`src/rtl/i2c_reg_sequencer_if.sv`:
```
// Sequencer bus: register-table lookup, I2C controller GO/END/ACK handshake,
// single-entry update request and status flags.
interface i2c_reg_sequencer_if #(
  parameter int unsigned IDX_W  = 6,
  parameter int unsigned REG_W  = 8,
  parameter int unsigned DATA_W = 16
);
  localparam int unsigned LUT_W  = REG_W + DATA_W;
  localparam int unsigned XFER_W = 8 + LUT_W;

  logic              iSTART;
  logic              iUPD_VALID;
  logic [IDX_W-1:0]  iUPD_INDEX;
  logic              oUPD_READY;
  logic [IDX_W-1:0]  oLUT_INDEX;
  logic [LUT_W-1:0]  iLUT_DATA;
  logic [XFER_W-1:0] oI2C_DATA;
  logic              oI2C_GO;
  logic              iI2C_END;
  logic              iI2C_ACK;
  logic              oTICK;
  logic              oBUSY;
  logic              oDONE;
  logic              oERR;
  logic [IDX_W-1:0]  oERR_INDEX;

  modport master (
    input  iSTART, iUPD_VALID, iUPD_INDEX, iLUT_DATA, iI2C_END, iI2C_ACK,
    output oUPD_READY, oLUT_INDEX, oI2C_DATA, oI2C_GO, oTICK, oBUSY, oDONE,
           oERR, oERR_INDEX
  );

  modport slave (
    output iSTART, iUPD_VALID, iUPD_INDEX, iLUT_DATA, iI2C_END, iI2C_ACK,
    input  oUPD_READY, oLUT_INDEX, oI2C_DATA, oI2C_GO, oTICK, oBUSY, oDONE,
           oERR, oERR_INDEX
  );
endinterface

```
`src/rtl/i2c_reg_sequencer.sv`:
```
// I2C register-load sequencer: walks a register table (or rewrites one entry)
// through a byte-level controller. Define I2C_SEQ_RETRY_EN for bounded NACK retry.
module i2c_reg_sequencer #(
  parameter logic [7:0]  SLAVE_ADDR = 8'hBA,
  parameter int unsigned REG_W      = 8,
  parameter int unsigned DATA_W     = 16,
  parameter int unsigned LUT_SIZE   = 25,
  parameter int unsigned IDX_W      = 6,
  parameter int unsigned CLK_DIV    = 2500,
  parameter int unsigned GAP_TICKS  = 2,
`ifdef I2C_SEQ_RETRY_EN
  parameter int unsigned RETRY_MAX  = 3,
`endif
  parameter bit          AUTO_START = 1'b1
) (
  input  logic                 iCLK,
  input  logic                 iRST,
  i2c_reg_sequencer_if.master  bus
);
  localparam int unsigned XFER_W = 8 + REG_W + DATA_W;
  localparam int unsigned CNT_W  = (CLK_DIV < 2) ? 1 : $clog2(CLK_DIV);
  localparam int unsigned GAP_W  = (GAP_TICKS < 2) ? 1 : $clog2(GAP_TICKS + 1);

  typedef enum logic [2:0] {S_IDLE, S_LOAD, S_ISSUE, S_WAIT, S_GAP, S_NEXT} state_t;

  state_t              state_q, state_d;
  logic                one_q, one_d;
  logic [IDX_W-1:0]    idx_q, idx_d;
  logic [XFER_W-1:0]   data_q, data_d;
  logic                go_q, go_d;
  logic                ready_q, ready_d;
  logic                done_q, done_d;
  logic                busy_q, busy_d;
  logic                pend_q, pend_d;
  logic [GAP_W-1:0]    gap_q, gap_d;
  logic                gap_next_q, gap_next_d;
  logic [CNT_W-1:0]    cnt_q, cnt_d;
  logic                tick_q, tick_d;

`ifdef I2C_SEQ_RETRY_EN
  localparam int unsigned RTY_W = (RETRY_MAX < 2) ? 1 : $clog2(RETRY_MAX + 1);
  logic [RTY_W-1:0]    retry_q, retry_d;
  logic                err_q, err_d;
  logic [IDX_W-1:0]    err_idx_q, err_idx_d;
  assign bus.oERR       = err_q;
  assign bus.oERR_INDEX = err_idx_q;
`else
  assign bus.oERR       = 1'b0;
  assign bus.oERR_INDEX = '0;
`endif

  assign bus.oUPD_READY = ready_q;
  assign bus.oLUT_INDEX = idx_q;
  assign bus.oI2C_DATA  = data_q;
  assign bus.oI2C_GO    = go_q;
  assign bus.oTICK      = tick_q;
  assign bus.oBUSY      = busy_q;
  assign bus.oDONE      = done_q;

  // Next-state, divider and output logic
  always_comb begin
    state_d    = state_q;
    one_d      = one_q;
    idx_d      = idx_q;
    data_d     = data_q;
    go_d       = go_q;
    ready_d    = 1'b0;
    done_d     = 1'b0;
    pend_d     = pend_q | bus.iSTART;
    gap_d      = gap_q;
    gap_next_d = gap_next_q;
    cnt_d      = (cnt_q == CNT_W'(CLK_DIV - 1)) ? '0 : cnt_q + CNT_W'(1);
    tick_d     = (cnt_d == CNT_W'(CLK_DIV - 1));
`ifdef I2C_SEQ_RETRY_EN
    retry_d    = retry_q;
    err_d      = err_q;
    err_idx_d  = err_idx_q;
`endif
    unique case (state_q)
      S_IDLE: begin
        if (pend_q || bus.iSTART) begin
          pend_d  = 1'b0;
          one_d   = 1'b0;
          idx_d   = '0;
          state_d = S_LOAD;
        end else if (bus.iUPD_VALID) begin
          ready_d = 1'b1;
          one_d   = 1'b1;
          idx_d   = bus.iUPD_INDEX;
          // Out-of-range entries complete without a transfer
          state_d = (32'(bus.iUPD_INDEX) >= 32'(LUT_SIZE)) ? S_NEXT : S_LOAD;
        end
      end
      S_LOAD: begin
        data_d  = {SLAVE_ADDR, bus.iLUT_DATA};
`ifdef I2C_SEQ_RETRY_EN
        retry_d = '0;
`endif
        state_d = S_ISSUE;
      end
      S_ISSUE: begin
        if (tick_q) begin
          go_d    = 1'b1;
          state_d = S_WAIT;
        end
      end
      S_WAIT: begin
        if (tick_q && bus.iI2C_END) begin
          go_d    = 1'b0;
          gap_d   = '0;
          state_d = S_GAP;
          if (!bus.iI2C_ACK) begin
            gap_next_d = 1'b1;
          end else begin
`ifdef I2C_SEQ_RETRY_EN
            if (retry_q == RTY_W'(RETRY_MAX - 1)) begin
              err_d      = 1'b1;
              err_idx_d  = idx_q;
              gap_next_d = 1'b1;
            end else begin
              retry_d    = retry_q + RTY_W'(1);
              gap_next_d = 1'b0;
            end
`else
            gap_next_d = 1'b0;
`endif
          end
        end
      end
      S_GAP: begin
        if (gap_q == GAP_W'(GAP_TICKS)) begin
          if (!bus.iI2C_END) state_d = gap_next_q ? S_NEXT : S_ISSUE;
        end else if (tick_q) begin
          gap_d = gap_q + GAP_W'(1);
        end
      end
      S_NEXT: begin
        if (one_q || idx_q == IDX_W'(LUT_SIZE - 1)) begin
          done_d  = 1'b1;
          state_d = S_IDLE;
        end else begin
          idx_d   = idx_q + IDX_W'(1);
          state_d = S_LOAD;
        end
      end
      default: state_d = S_IDLE;
    endcase
    busy_d = (state_d != S_IDLE);
  end

  // State and output registers
  always_ff @(posedge iCLK) begin
    if (iRST) begin
      state_q    <= S_IDLE;
      one_q      <= 1'b0;
      idx_q      <= '0;
      data_q     <= '0;
      go_q       <= 1'b0;
      ready_q    <= 1'b0;
      done_q     <= 1'b0;
      busy_q     <= 1'b0;
      pend_q     <= AUTO_START;
      gap_q      <= '0;
      gap_next_q <= 1'b0;
      cnt_q      <= '0;
      tick_q     <= 1'b0;
`ifdef I2C_SEQ_RETRY_EN
      retry_q    <= '0;
      err_q      <= 1'b0;
      err_idx_q  <= '0;
`endif
    end else begin
      state_q    <= state_d;
      one_q      <= one_d;
      idx_q      <= idx_d;
      data_q     <= data_d;
      go_q       <= go_d;
      ready_q    <= ready_d;
      done_q     <= done_d;
      busy_q     <= busy_d;
      pend_q     <= pend_d;
      gap_q      <= gap_d;
      gap_next_q <= gap_next_d;
      cnt_q      <= cnt_d;
      tick_q     <= tick_d;
`ifdef I2C_SEQ_RETRY_EN
      retry_q    <= retry_d;
      err_q      <= err_d;
      err_idx_q  <= err_idx_d;
`endif
    end
  end
endmodule
```
`src/flat_wrapper.sv`:
```
// flat-port wrapper written by rule: the top's interface ports become plain ports
module i2c_reg_sequencer_flat 
#(
  parameter logic [7:0]  SLAVE_ADDR = 8'hBA,
  parameter int unsigned REG_W      = 8,
  parameter int unsigned DATA_W     = 16,
  parameter int unsigned LUT_SIZE   = 25,
  parameter int unsigned IDX_W      = 6,
  parameter int unsigned CLK_DIV    = 2500,
  parameter int unsigned GAP_TICKS  = 2,

  parameter bit          AUTO_START = 1'b1
)
  (iCLK, iRST, bus_iSTART, bus_iUPD_VALID, bus_iUPD_INDEX, bus_iLUT_DATA, bus_iI2C_END, bus_iI2C_ACK, bus_oUPD_READY, bus_oLUT_INDEX, bus_oI2C_DATA, bus_oI2C_GO, bus_oTICK, bus_oBUSY, bus_oDONE, bus_oERR, bus_oERR_INDEX);
  i2c_reg_sequencer_if #(.IDX_W(IDX_W), .REG_W(REG_W), .DATA_W(DATA_W)) bus_i ();
  input  logic iCLK;
  input  logic iRST;
  input wire logic [$bits(bus_i.iSTART)-1:0] bus_iSTART;
  input wire logic [$bits(bus_i.iUPD_VALID)-1:0] bus_iUPD_VALID;
  input wire logic [$bits(bus_i.iUPD_INDEX)-1:0] bus_iUPD_INDEX;
  input wire logic [$bits(bus_i.iLUT_DATA)-1:0] bus_iLUT_DATA;
  input wire logic [$bits(bus_i.iI2C_END)-1:0] bus_iI2C_END;
  input wire logic [$bits(bus_i.iI2C_ACK)-1:0] bus_iI2C_ACK;
  output wire logic [$bits(bus_i.oUPD_READY)-1:0] bus_oUPD_READY;
  output wire logic [$bits(bus_i.oLUT_INDEX)-1:0] bus_oLUT_INDEX;
  output wire logic [$bits(bus_i.oI2C_DATA)-1:0] bus_oI2C_DATA;
  output wire logic [$bits(bus_i.oI2C_GO)-1:0] bus_oI2C_GO;
  output wire logic [$bits(bus_i.oTICK)-1:0] bus_oTICK;
  output wire logic [$bits(bus_i.oBUSY)-1:0] bus_oBUSY;
  output wire logic [$bits(bus_i.oDONE)-1:0] bus_oDONE;
  output wire logic [$bits(bus_i.oERR)-1:0] bus_oERR;
  output wire logic [$bits(bus_i.oERR_INDEX)-1:0] bus_oERR_INDEX;
  assign bus_i.iSTART = bus_iSTART;
  assign bus_i.iUPD_VALID = bus_iUPD_VALID;
  assign bus_i.iUPD_INDEX = bus_iUPD_INDEX;
  assign bus_i.iLUT_DATA = bus_iLUT_DATA;
  assign bus_i.iI2C_END = bus_iI2C_END;
  assign bus_i.iI2C_ACK = bus_iI2C_ACK;
  assign bus_oUPD_READY = bus_i.oUPD_READY;
  assign bus_oLUT_INDEX = bus_i.oLUT_INDEX;
  assign bus_oI2C_DATA = bus_i.oI2C_DATA;
  assign bus_oI2C_GO = bus_i.oI2C_GO;
  assign bus_oTICK = bus_i.oTICK;
  assign bus_oBUSY = bus_i.oBUSY;
  assign bus_oDONE = bus_i.oDONE;
  assign bus_oERR = bus_i.oERR;
  assign bus_oERR_INDEX = bus_i.oERR_INDEX;
  i2c_reg_sequencer #(.SLAVE_ADDR(SLAVE_ADDR), .REG_W(REG_W), .DATA_W(DATA_W), .LUT_SIZE(LUT_SIZE), .IDX_W(IDX_W), .CLK_DIV(CLK_DIV), .GAP_TICKS(GAP_TICKS), .AUTO_START(AUTO_START)) u_core (.iCLK(iCLK), .iRST(iRST), .bus(bus_i));
endmodule
```
`config.mk`:
```
export PLATFORM = sky130hd
export DESIGN_NAME = i2c_reg_sequencer_flat
export DESIGN_NICKNAME = d
export VERILOG_FILES = /design/src/rtl/i2c_reg_sequencer_if.sv /design/src/rtl/i2c_reg_sequencer.sv /design/src/flat_wrapper.sv
export SDC_FILE = /design/constraint.sdc
export NUM_CORES = 1
export LEC_CHECK = 0
export ABC_AREA = 1
export BUFFER_PORTS_ARGS = -buffer_cell sky130_fd_sc_hd__buf_2
export CAP_MARGIN = 20
export CORE_ASPECT_RATIO = 1.2
export CORE_UTILIZATION = 35
export CTS_CLUSTER_DIAMETER = 150
export DETAILED_ROUTE_END_ITERATION = 10
export PLACE_DENSITY = 0.71
export SYNTH_ARGS = -nofsm -noshare
export SYNTH_HDL_FRONTEND = slang
export SYNTH_SLANG_ARGS = --single-unit
```
`constraint.sdc`:
```
create_clock -name iCLK -period 1.6 [get_ports iCLK]
set_clock_uncertainty 0.1 [all_clocks]
set_input_delay 0.08 -clock iCLK [delete_from_list [all_inputs] [get_ports iCLK]]
set_output_delay 0.08 -clock iCLK [all_outputs]
set_load 0.02 [all_outputs]
```
==> metrics.log, run 1 <==
[metrics] final antenna diode count: 0
[metrics] core area: 0.00727 mm²
[metrics] ordered list of cells on the worst path: inv_1, ha_1, a31oi_2, nand2_1, nand2_2, inv_2, nor2_1, nor2_1
[metrics] worst supply voltage drop on vdd: 0.685 mV
[metrics] placement-stage cell area: 0.00312 mm²
[metrics] arrival time at the worst endpoint: 1.60 ns
[metrics] Pleak: 1.71 nW
[metrics] combined global-route utilization of all metal layers: 0.179
[metrics] Setup crit start kind: flop
[metrics] Gate Count Post-Synth: 386
[metrics] Routed WL per cell: 11.3 µm
[metrics] Max Clk Rate: 672 MHz
[metrics] routed via count: 2737
[metrics] P&R area growth vs syn: 33.8%
[metrics] slowest cell delay on critical path: 0.38 ns
[metrics] crit path max fanout: 6
[metrics] post-synthesis average cell area: 6.86 µm²
[metrics] count of final setup violators: 0
[metrics] Hold Path Stages: 5
[metrics] result of the run: finished, final reports clean
[metrics] Final Cycle Share: 0.930
[metrics] routability-driven placement congestion ratio: 0.885
[metrics] horizontal die dimension: 81.4 µm
[metrics] area fraction of the dominant cell type after synthesis: 0.424
[metrics] critical path class: flop to flop
[metrics] worst-case clock buffer depth: 2
[metrics] clock power share: 0.180
[metrics] share of final-layout standard cells stronger than drive strength 1: 0.238
[metrics] internal cell power: 2.65 mW
[metrics] cell type with the highest aggregate area in the netlist: sky130_fd_sc_hd__dfxtp_1
[metrics] TritonCTS clock tree: done
[metrics] number of pins with negative max-slew slack in the final report: 0
[metrics] number of buffers inserted during clock tree synthesis: 5
[metrics] max capacitance violation total: 0
[metrics] share of total power in combinational logic: 0.396
[metrics] number of rows created at floorplan: 34
[metrics] Critical path buffers and inverters: 2
[metrics] clock latency at the later pin of the worst-skew pair: 0.31 ns
[metrics] count of synthesis-stage warnings from yosys: 0
[metrics] power density over the cells: 1260 mW/mm²
[metrics] total of buffers placed on input and output ports: 75
[metrics] number of routed nets with antenna violations: 0
[metrics] Overflow after GRT: 0
[metrics] H-tree level count: 2
[metrics] I/O Pins: 86
[metrics] sum of routed wire length over all layers: 6620 µm
[metrics] startpoint of the lowest-slack register-to-register path: u_core.bus.oLUT_INDEX[0]$_SDFFE_PP0P_
[metrics] vias in the first global route: 2719
[metrics] post-layout min period: 1.49 ns
[metrics] number of remaining DRC errors: 0
[metrics] smallest hold slack: 0.0186 ns
[metrics] final hold viol count: 0
[metrics] Fin Setup TNS: 0 ns
[metrics] die area: 0.00791 mm²
[metrics] drt first pass iters: 4
[metrics] Worst Min Path Start: bus_iUPD_INDEX[3]
[metrics] Vias/cell: 4.68
[metrics] Reg clk slew, reported paths: 0.11 ns
[metrics] sequential-to-total area share from yosys stat: 0.424
[metrics] final layout net count: 535
[metrics] overall die height: 97.3 µm
[metrics] number of cell instances on the worst register-to-register path: 8
[metrics] final instance area: 0.00354 mm²
[metrics] antenna violations before repair: 0
[metrics] family of cells with the greatest summed delay on the critical path: flip-flops
[metrics] critical register-to-register path endpoint: u_core.bus.oLUT_INDEX[2]$_SDFFE_PP0P_
[metrics] fin util: 0.487
[metrics] Setup crit end kind: flop
[metrics] HPWL after detailed placement: 4500 µm
[metrics] top cells by area in the synthesized netlist: sky130_fd_sc_hd__dfxtp_1, sky130_fd_sc_hd__nor2_1, sky130_fd_sc_hd__nand2_1, sky130_fd_sc_hd__o21ai_0, sky130_fd_sc_hd__inv_1
[metrics] number of distinct library cells after synthesis: 30
[metrics] CP max-delay cell: sky130_fd_sc_hd__dfxtp_4
[metrics] required time of the worst setup path: 1.72 ns
[metrics] power share of the sequential group: 0.424
[metrics] cell occurring most often along the worst timing path: sky130_fd_sc_hd__nor2_1
[metrics] hold path endpoint: u_core.bus.oLUT_INDEX[3]$_SDFFE_PP0P_
[metrics] starting utilization of the core area: 0.364
[metrics] clock sink count: 56
[metrics] largest net degree at the start of global routing: 38
[metrics] clock tree root buffer cell: sky130_fd_sc_hd__clkbuf_8
[metrics] cell area after technology mapping: 0.00265 mm²
[metrics] global-route wire length before repair: 11300 µm
[metrics] DRC marker count from the first detailed-route iteration: 113
[metrics] switch share: 0.406
[metrics] total of flip-flops plus latches after synthesis: 56
[metrics] power spent charging and discharging nets: 1.81 mW
[metrics] type of the worst min-delay path: input pin to flop
[metrics] reg2reg setup slack: 0.11 ns
## cells in the final DEF (no fill, tap or decap)
cell,Yosys,final
sky130_fd_sc_hd__nor2_1,100,98
sky130_fd_sc_hd__buf_2,3,75
sky130_fd_sc_hd__nand2_1,64,62
sky130_fd_sc_hd__dfxtp_1,56,51
sky130_fd_sc_hd__o21ai_0,38,38
sky130_fd_sc_hd__inv_1,34,34
sky130_fd_sc_hd__dlygate4sd3_1,0,27
sky130_fd_sc_hd__nand3_1,23,22
sky130_fd_sc_hd__buf_4,14,13
sky130_fd_sc_hd__conb_1,1,10
sky130_fd_sc_hd__a21oi_1,8,8
sky130_fd_sc_hd__nor3_1,7,6
sky130_fd_sc_hd__nand4_1,6,6
sky130_fd_sc_hd__clkbuf_8,0,5
sky130_fd_sc_hd__ha_1,5,4
sky130_fd_sc_hd__dfxtp_2,0,4
sky130_fd_sc_hd__inv_2,3,3
sky130_fd_sc_hd__xor2_1,3,3
sky130_fd_sc_hd__nor2_2,2,3
sky130_fd_sc_hd__nand3_2,1,2
sky130_fd_sc_hd__nand2_2,0,2
sky130_fd_sc_hd__o21a_1,2,2
sky130_fd_sc_hd__nor3_4,1,1
sky130_fd_sc_hd__clkinv_1,1,1
sky130_fd_sc_hd__o21ai_1,1,1
sky130_fd_sc_hd__a31oi_2,0,1
sky130_fd_sc_hd__nor3_2,0,1
sky130_fd_sc_hd__o21ai_2,1,1
sky130_fd_sc_hd__o211ai_1,1,1
sky130_fd_sc_hd__xnor2_1,1,1
sky130_fd_sc_hd__a22oi_1,1,1
sky130_fd_sc_hd__nor2_4,0,1
sky130_fd_sc_hd__nand3b_1,1,1
sky130_fd_sc_hd__a21oi_2,1,1
sky130_fd_sc_hd__ha_4,0,1
sky130_fd_sc_hd__clkinv_2,0,1
sky130_fd_sc_hd__inv_8,0,1
sky130_fd_sc_hd__inv_6,0,1
sky130_fd_sc_hd__dfxtp_4,0,1
## through the flow
step	std cells	power, mW	setup slack (ns)
after CTS	584	4.44	0.0431
after floorplan	395	3.06	0.0423
after global routing	585	4.77	-0.0428
after detailed placement	549	3.57	0.0152
after global placement	549	3.54	0.0846
final	585	4.46	0.112
## worst max-delay path by stage
stage	startpoint	end	depth (start not counted)
global placement	u_core.cnt_q[0]$_SDFF_PP0_	u_core.bus.oTICK$_SDFF_PP0_	9
CTS	u_core.bus.oLUT_INDEX[0]$_SDFFE_PP0P_	u_core.bus.oLUT_INDEX[5]$_SDFFE_PP0P_	8
finish	u_core.bus.oLUT_INDEX[0]$_SDFFE_PP0P_	u_core.bus.oLUT_INDEX[2]$_SDFFE_PP0P_	8
floorplan	u_core.bus.oLUT_INDEX[1]$_SDFFE_PP0P_	u_core.bus.oLUT_INDEX[5]$_SDFFE_PP0P_	8
detailed placement	u_core.bus.oLUT_INDEX[0]$_SDFFE_PP0P_	u_core.bus.oLUT_INDEX[2]$_SDFFE_PP0P_	8
global route	u_core.bus.oLUT_INDEX[0]$_SDFFE_PP0P_	u_core.bus.oLUT_INDEX[3]$_SDFFE_PP0P_	8
## cells in the mapped netlist (all sizes together)
| cell | number |
|---|---|
| xnor2 | 1 |
| inv | 37 |
| a31oi | 1 |
| conb | 1 |
| o211ai | 1 |
| dfxtp | 56 |
| nand2 | 64 |
| xor2 | 3 |
| nand3b | 1 |
| buf | 18 |
| clkinv | 1 |
| a21oi | 9 |
| nor2 | 102 |
| nand4 | 6 |
| a22oi | 1 |
| clkbuf | 5 |
| ha | 5 |
| nand3 | 24 |
| nor3 | 8 |
| o21ai | 40 |
| o21a | 2 |
## per-layer routing
metal / vias to the layer above / global-route usage / wire length [µm]
met5: - / 0 / 0
met4: 0 / 0.0481 / 87
met3: 9 / 0.0413 / 369
met2: 82 / 0.316 / 3280
met1: 1228 / 0.210 / 2880
li1: 1418 / - / -
## cell type report
| cell class | instances | area [µm²] |
|---|---|---|
| Clock inverter | 3 | 25.0 |
| Timing Repair Buffer | 115 | 743 |
| Fill cell | 703 | 3730 |
| Sequential cell | 56 | 1130 |
| Clock buffer | 5 | 68.8 |
| Tap cell | 90 | 113 |
| Inverter | 38 | 143 |
| Multi-Input combinational cell | 278 | 1320 |
## flip-flops by register name (all words and copies together) (netlist names), 2 cells and up
signal / cells
u_core.bus.oI2C_DATA: 25
u_core.bus.oLUT_INDEX: 6
u_core.cnt_q: 12
u_core.gap_q: 2
u_core.state_q: 3
## tightest hold or removal path, delay by kind of cell
kind                   cells  cell delay (ns)
buffers and inverters      1             0.09
and+or+nand+nor            4             0.23
## power groups by stage
stage / clock network, mW / logic (mW) / registers [mW]
CTS: 0.834 / 1.74 / 1.87
floorplan: 0 / 0.845 / 2.21
global placement: 0 / 1.66 / 1.89
global route: 0.883 / 1.96 / 1.93
finish: 0.803 / 1.77 / 1.89
detailed placement: 0 / 1.68 / 1.89
## timing repair
action / 4_1_cts / 5_1_grt
hold buffers: 27 / 0
setup buffers: 0 / 1
endpoints found under the hold margin: 27 / 0
setup endpoints to repair: 3 / 12
gates resized for setup: 2 / 13
pin swaps: 0 / 1
## cells by family (layout without fill, tap and decap cells)
logic type	Yosys count	after routing	synth area share
compound gates	54	54	0.109
xor+xnor	4	4	0.0132
fa+ha+maj	5	5	0.0236
buf+inv	61	161	0.108
flops	56	56	0.424
other cells	1	10	0.00142
simple gates	205	205	0.321
Note: power is estimated with default switching activity, not from simulation.
==> run 2, diff against run 1 <==
==> constraint.sdc (replaced) <==
create_clock -name iCLK -period 1.8 [get_ports iCLK]
set_clock_uncertainty 0.1 [all_clocks]
set_input_delay 0.09 -clock iCLK [delete_from_list [all_inputs] [get_ports iCLK]]
set_output_delay 0.09 -clock iCLK [all_outputs]
set_load 0.02 [all_outputs]
==> run 2 against run 1 <==
Cell count fell by 1.7%. Fmax down 6.1%. Cell area down 3.6%. Sequential cell count unchanged. Critical path depth grew 1. Largest power group unchanged. Highest routed layer unchanged.
==> metrics.log, run 2 (synthesis gave the netlist of run 1 again) <==
[metrics] result of the run: finished, final reports clean
[metrics] Vias/cell: 4.65 (-0.60%)
[metrics] Overflow after GRT: 0 (unchanged)
[metrics] Max Clk Rate: 631 MHz (-6.1%)
[metrics] Routed WL per cell: 11.3 µm (-0.43%)
[metrics] HPWL after detailed placement: 4460 µm (-0.95%)
[metrics] final hold viol count: 0 (unchanged)
[metrics] ordered list of cells on the worst path: inv_1, nand3_2, inv_1, nand2_1, nand2_2, inv_2, nand2_1, nand2_1, nand2_1
[metrics] fin util: 0.469 (-0.0174)
[metrics] hold path endpoint: u_core.pend_q$_SDFF_PP1_
[metrics] DRC marker count from the first detailed-route iteration: 105 (-7.1%)
[metrics] Setup crit start kind: flop
[metrics] setup repair after global routing missed its margin: no
[metrics] routed via count: 2674 (-2.3%)
[metrics] number of rows created at floorplan: 34 (unchanged)
[metrics] Setup crit end kind: flop
[metrics] required time of the worst setup path: 1.92 ns (+0.20 ns)
[metrics] worst-case clock buffer depth: 2 (unchanged)
[metrics] Worst Min Path Start: bus_iSTART
[metrics] clock latency at the later pin of the worst-skew pair: 0.31 ns (about the same)
[metrics] startpoint of the lowest-slack register-to-register path: u_core.state_q[1]$_SDFF_PP0_
[metrics] power density over the cells: 1130 mW/mm² (-9.9%)
[metrics] crit path max fanout: 6 (unchanged)
[metrics] type of the worst min-delay path: input pin to flop
[metrics] clock sink count: 56 (unchanged)
[metrics] core area: 0.00727 mm² (unchanged)
[metrics] count of final setup violators: 0 (unchanged)
[metrics] reg2reg setup slack: 0.22 ns (+0.10 ns)
[metrics] TritonCTS clock tree: done
[metrics] P&R area growth vs syn: 29.0%
[metrics] most common library cell in the layout ignoring fill and taps: sky130_fd_sc_hd__nor2_1
[metrics] final layout net count: 525 (-1.9%)
[metrics] CP max-delay cell: sky130_fd_sc_hd__dfxtp_1
[metrics] combined global-route utilization of all metal layers: 0.174 (-0.00440)
[metrics] worst supply voltage drop on vdd: 0.745 mV (+8.7%)
[metrics] Reg clk slew, reported paths: 0.11 ns (about the same)
[metrics] arrival time at the worst endpoint: 1.71 ns (+0.11 ns)
[metrics] Pleak: 1.65 nW (-3.3%)
[metrics] routability-driven placement congestion ratio: 0.892 (+0.81%)
[metrics] sum of routed wire length over all layers: 6470 µm (-2.1%)
[metrics] clock tree root buffer cell: sky130_fd_sc_hd__clkbuf_8
[metrics] worst setup timing slack at the placement stage: 0.156 ns (+0.141 ns)
[metrics] most frequent cells in the layout: sky130_fd_sc_hd__nor2_1, sky130_fd_sc_hd__buf_2, sky130_fd_sc_hd__nand2_1
[metrics] total of buffers placed on input and output ports: 75 (unchanged)
[metrics] Post-CTS Setup Inserts: 0 (unchanged)
[metrics] family of cells with the greatest summed delay on the critical path: simple AND/OR/NAND/NOR gates
[metrics] slowest cell delay on critical path: 0.46 ns (+0.08 ns)
[metrics] critical path class: flop to flop
[metrics] Fin Setup TNS: 0 ns (unchanged)
[metrics] cell occurring most often along the worst timing path: sky130_fd_sc_hd__nand2_1
[metrics] global-route wire length before repair: 11000 µm (-2.8%)
[metrics] H-tree level count: 2 (unchanged)
[metrics] Final Cycle Share: 0.880 (-0.0497)
[metrics] horizontal die dimension: 81.4 µm (unchanged)
[metrics] Met2 Wirelength: 3250 µm (-0.76%)
[metrics] number of pins with negative max-slew slack in the final report: 0 (unchanged)
[metrics] starting utilization of the core area: 0.364 (unchanged)
[metrics] overall die height: 97.3 µm (unchanged)
[metrics] Hold Path Stages: 3 (-2)
[metrics] die area: 0.00791 mm² (unchanged)
[metrics] critical register-to-register path endpoint: u_core.bus.oBUSY$_SDFF_PP0_
[metrics] number of remaining DRC errors: 0 (unchanged)
[metrics] placed instance count: 541 (-1.5%)
[metrics] post-layout min period: 1.58 ns (+0.0964 ns)
[metrics] drt first pass iters: 4 (unchanged)
[metrics] detailed-routed wire length on met3: 372 µm (+0.81%)
[metrics] vias in the first global route: 2536 (-6.7%)
[metrics] number of routed nets with antenna violations: 0 (unchanged)
[metrics] final antenna diode count: 0 (unchanged)
[metrics] max capacitance violation total: 0 (unchanged)
[metrics] smallest hold slack: 0.0134 ns (-0.00519 ns)
[metrics] antenna violations before repair: 0 (unchanged)
[metrics] share of final-layout standard cells stronger than drive strength 1: 0.204 (-0.0343)
[metrics] post-layout worst setup margin: 0.216 ns (+0.104 ns)
[metrics] largest net degree at the start of global routing: 35 (-7.9%)
[metrics] flip-flop count of the largest register, all copies and words added: 25 (unchanged)
[metrics] I/O Pins: 86 (unchanged)
[metrics] Critical path buffers and inverters: 3 (+1)
[metrics] Highest Signal Layer: met4
[metrics] WL met1: 2810 µm (-2.3%)
[metrics] number of cell instances on the worst register-to-register path: 9 (+1)
[metrics] count of placed standard cells in the final layout, fillers left out: 575 (-1.7%)
[metrics] number of buffers inserted during clock tree synthesis: 5 (unchanged)
## run 2: through the flow
stage	total power, mW	area [µm²]
global placement	3.10	3060
detailed placement	3.13	3060
floorplan	2.71	2680
global route	4.17	3410
finish	3.87	3410
CTS	3.88	3410
## run 2: worst register-to-register path: stages, from the launching register on
cell,delay (ns)
sky130_fd_sc_hd__dfxtp_1,0.46
sky130_fd_sc_hd__inv_1,0.12
sky130_fd_sc_hd__nand3_2,0.14
sky130_fd_sc_hd__inv_1,0.10
sky130_fd_sc_hd__nand2_1,0.14
sky130_fd_sc_hd__nand2_2,0.11
sky130_fd_sc_hd__inv_2,0.13
sky130_fd_sc_hd__nand2_1,0.08
sky130_fd_sc_hd__nand2_1,0.07
sky130_fd_sc_hd__nand2_1,0.05
## run 2: layout make-up
class                      count  area (µm²)
sequential                    56        1120
clock buffer                   5        68.8
fill                         703        3860
timing repair buffer         105         666
multi-input combinational    278        1280
inverter                      38         143
clock inverter                 3        22.5
tap                           90         113
## run 2: worst max path at each step
stage / startpoint / endpoint / cells past startpoint
floorplan: u_core.bus.oLUT_INDEX[0]$_SDFFE_PP0P_ / u_core.bus.oLUT_INDEX[5]$_SDFFE_PP0P_ / 8
global placement: u_core.bus.oLUT_INDEX[0]$_SDFFE_PP0P_ / u_core.bus.oLUT_INDEX[1]$_SDFFE_PP0P_ / 8
detailed placement: u_core.bus.oLUT_INDEX[0]$_SDFFE_PP0P_ / u_core.bus.oLUT_INDEX[1]$_SDFFE_PP0P_ / 8
CTS: u_core.bus.oLUT_INDEX[0]$_SDFFE_PP0P_ / u_core.bus.oBUSY$_SDFF_PP0_ / 9
global route: u_core.bus.oLUT_INDEX[1]$_SDFFE_PP0P_ / u_core.bus.oLUT_INDEX[5]$_SDFFE_PP0P_ / 8
finish: u_core.state_q[1]$_SDFF_PP0_ / u_core.bus.oBUSY$_SDFF_PP0_ / 9
## run 2: where the power goes
| part | leakage (nW) | internal [mW] | total [mW] | switching [mW] |
|---|---|---|---|---|
| logic | 1.15 | 0.504 | 1.49 | 0.985 |
| registers | 0.459 | 1.51 | 1.68 | 0.173 |
| clock network | 0.0485 | 0.280 | 0.704 | 0.424 |
## run 2: routing by layer
metal  vias up  GRT usage
met5         -          0
met4         0     0.0426
met3         4     0.0404
met2        86      0.312
met1      1189      0.202
li1       1395          -
## run 2: timing repair
item                                   CTS  global route
setup endpoints to repair                0             8
endpoints found under the hold margin   26             0
resized for setup                        0             3
hold buffers                            26             0
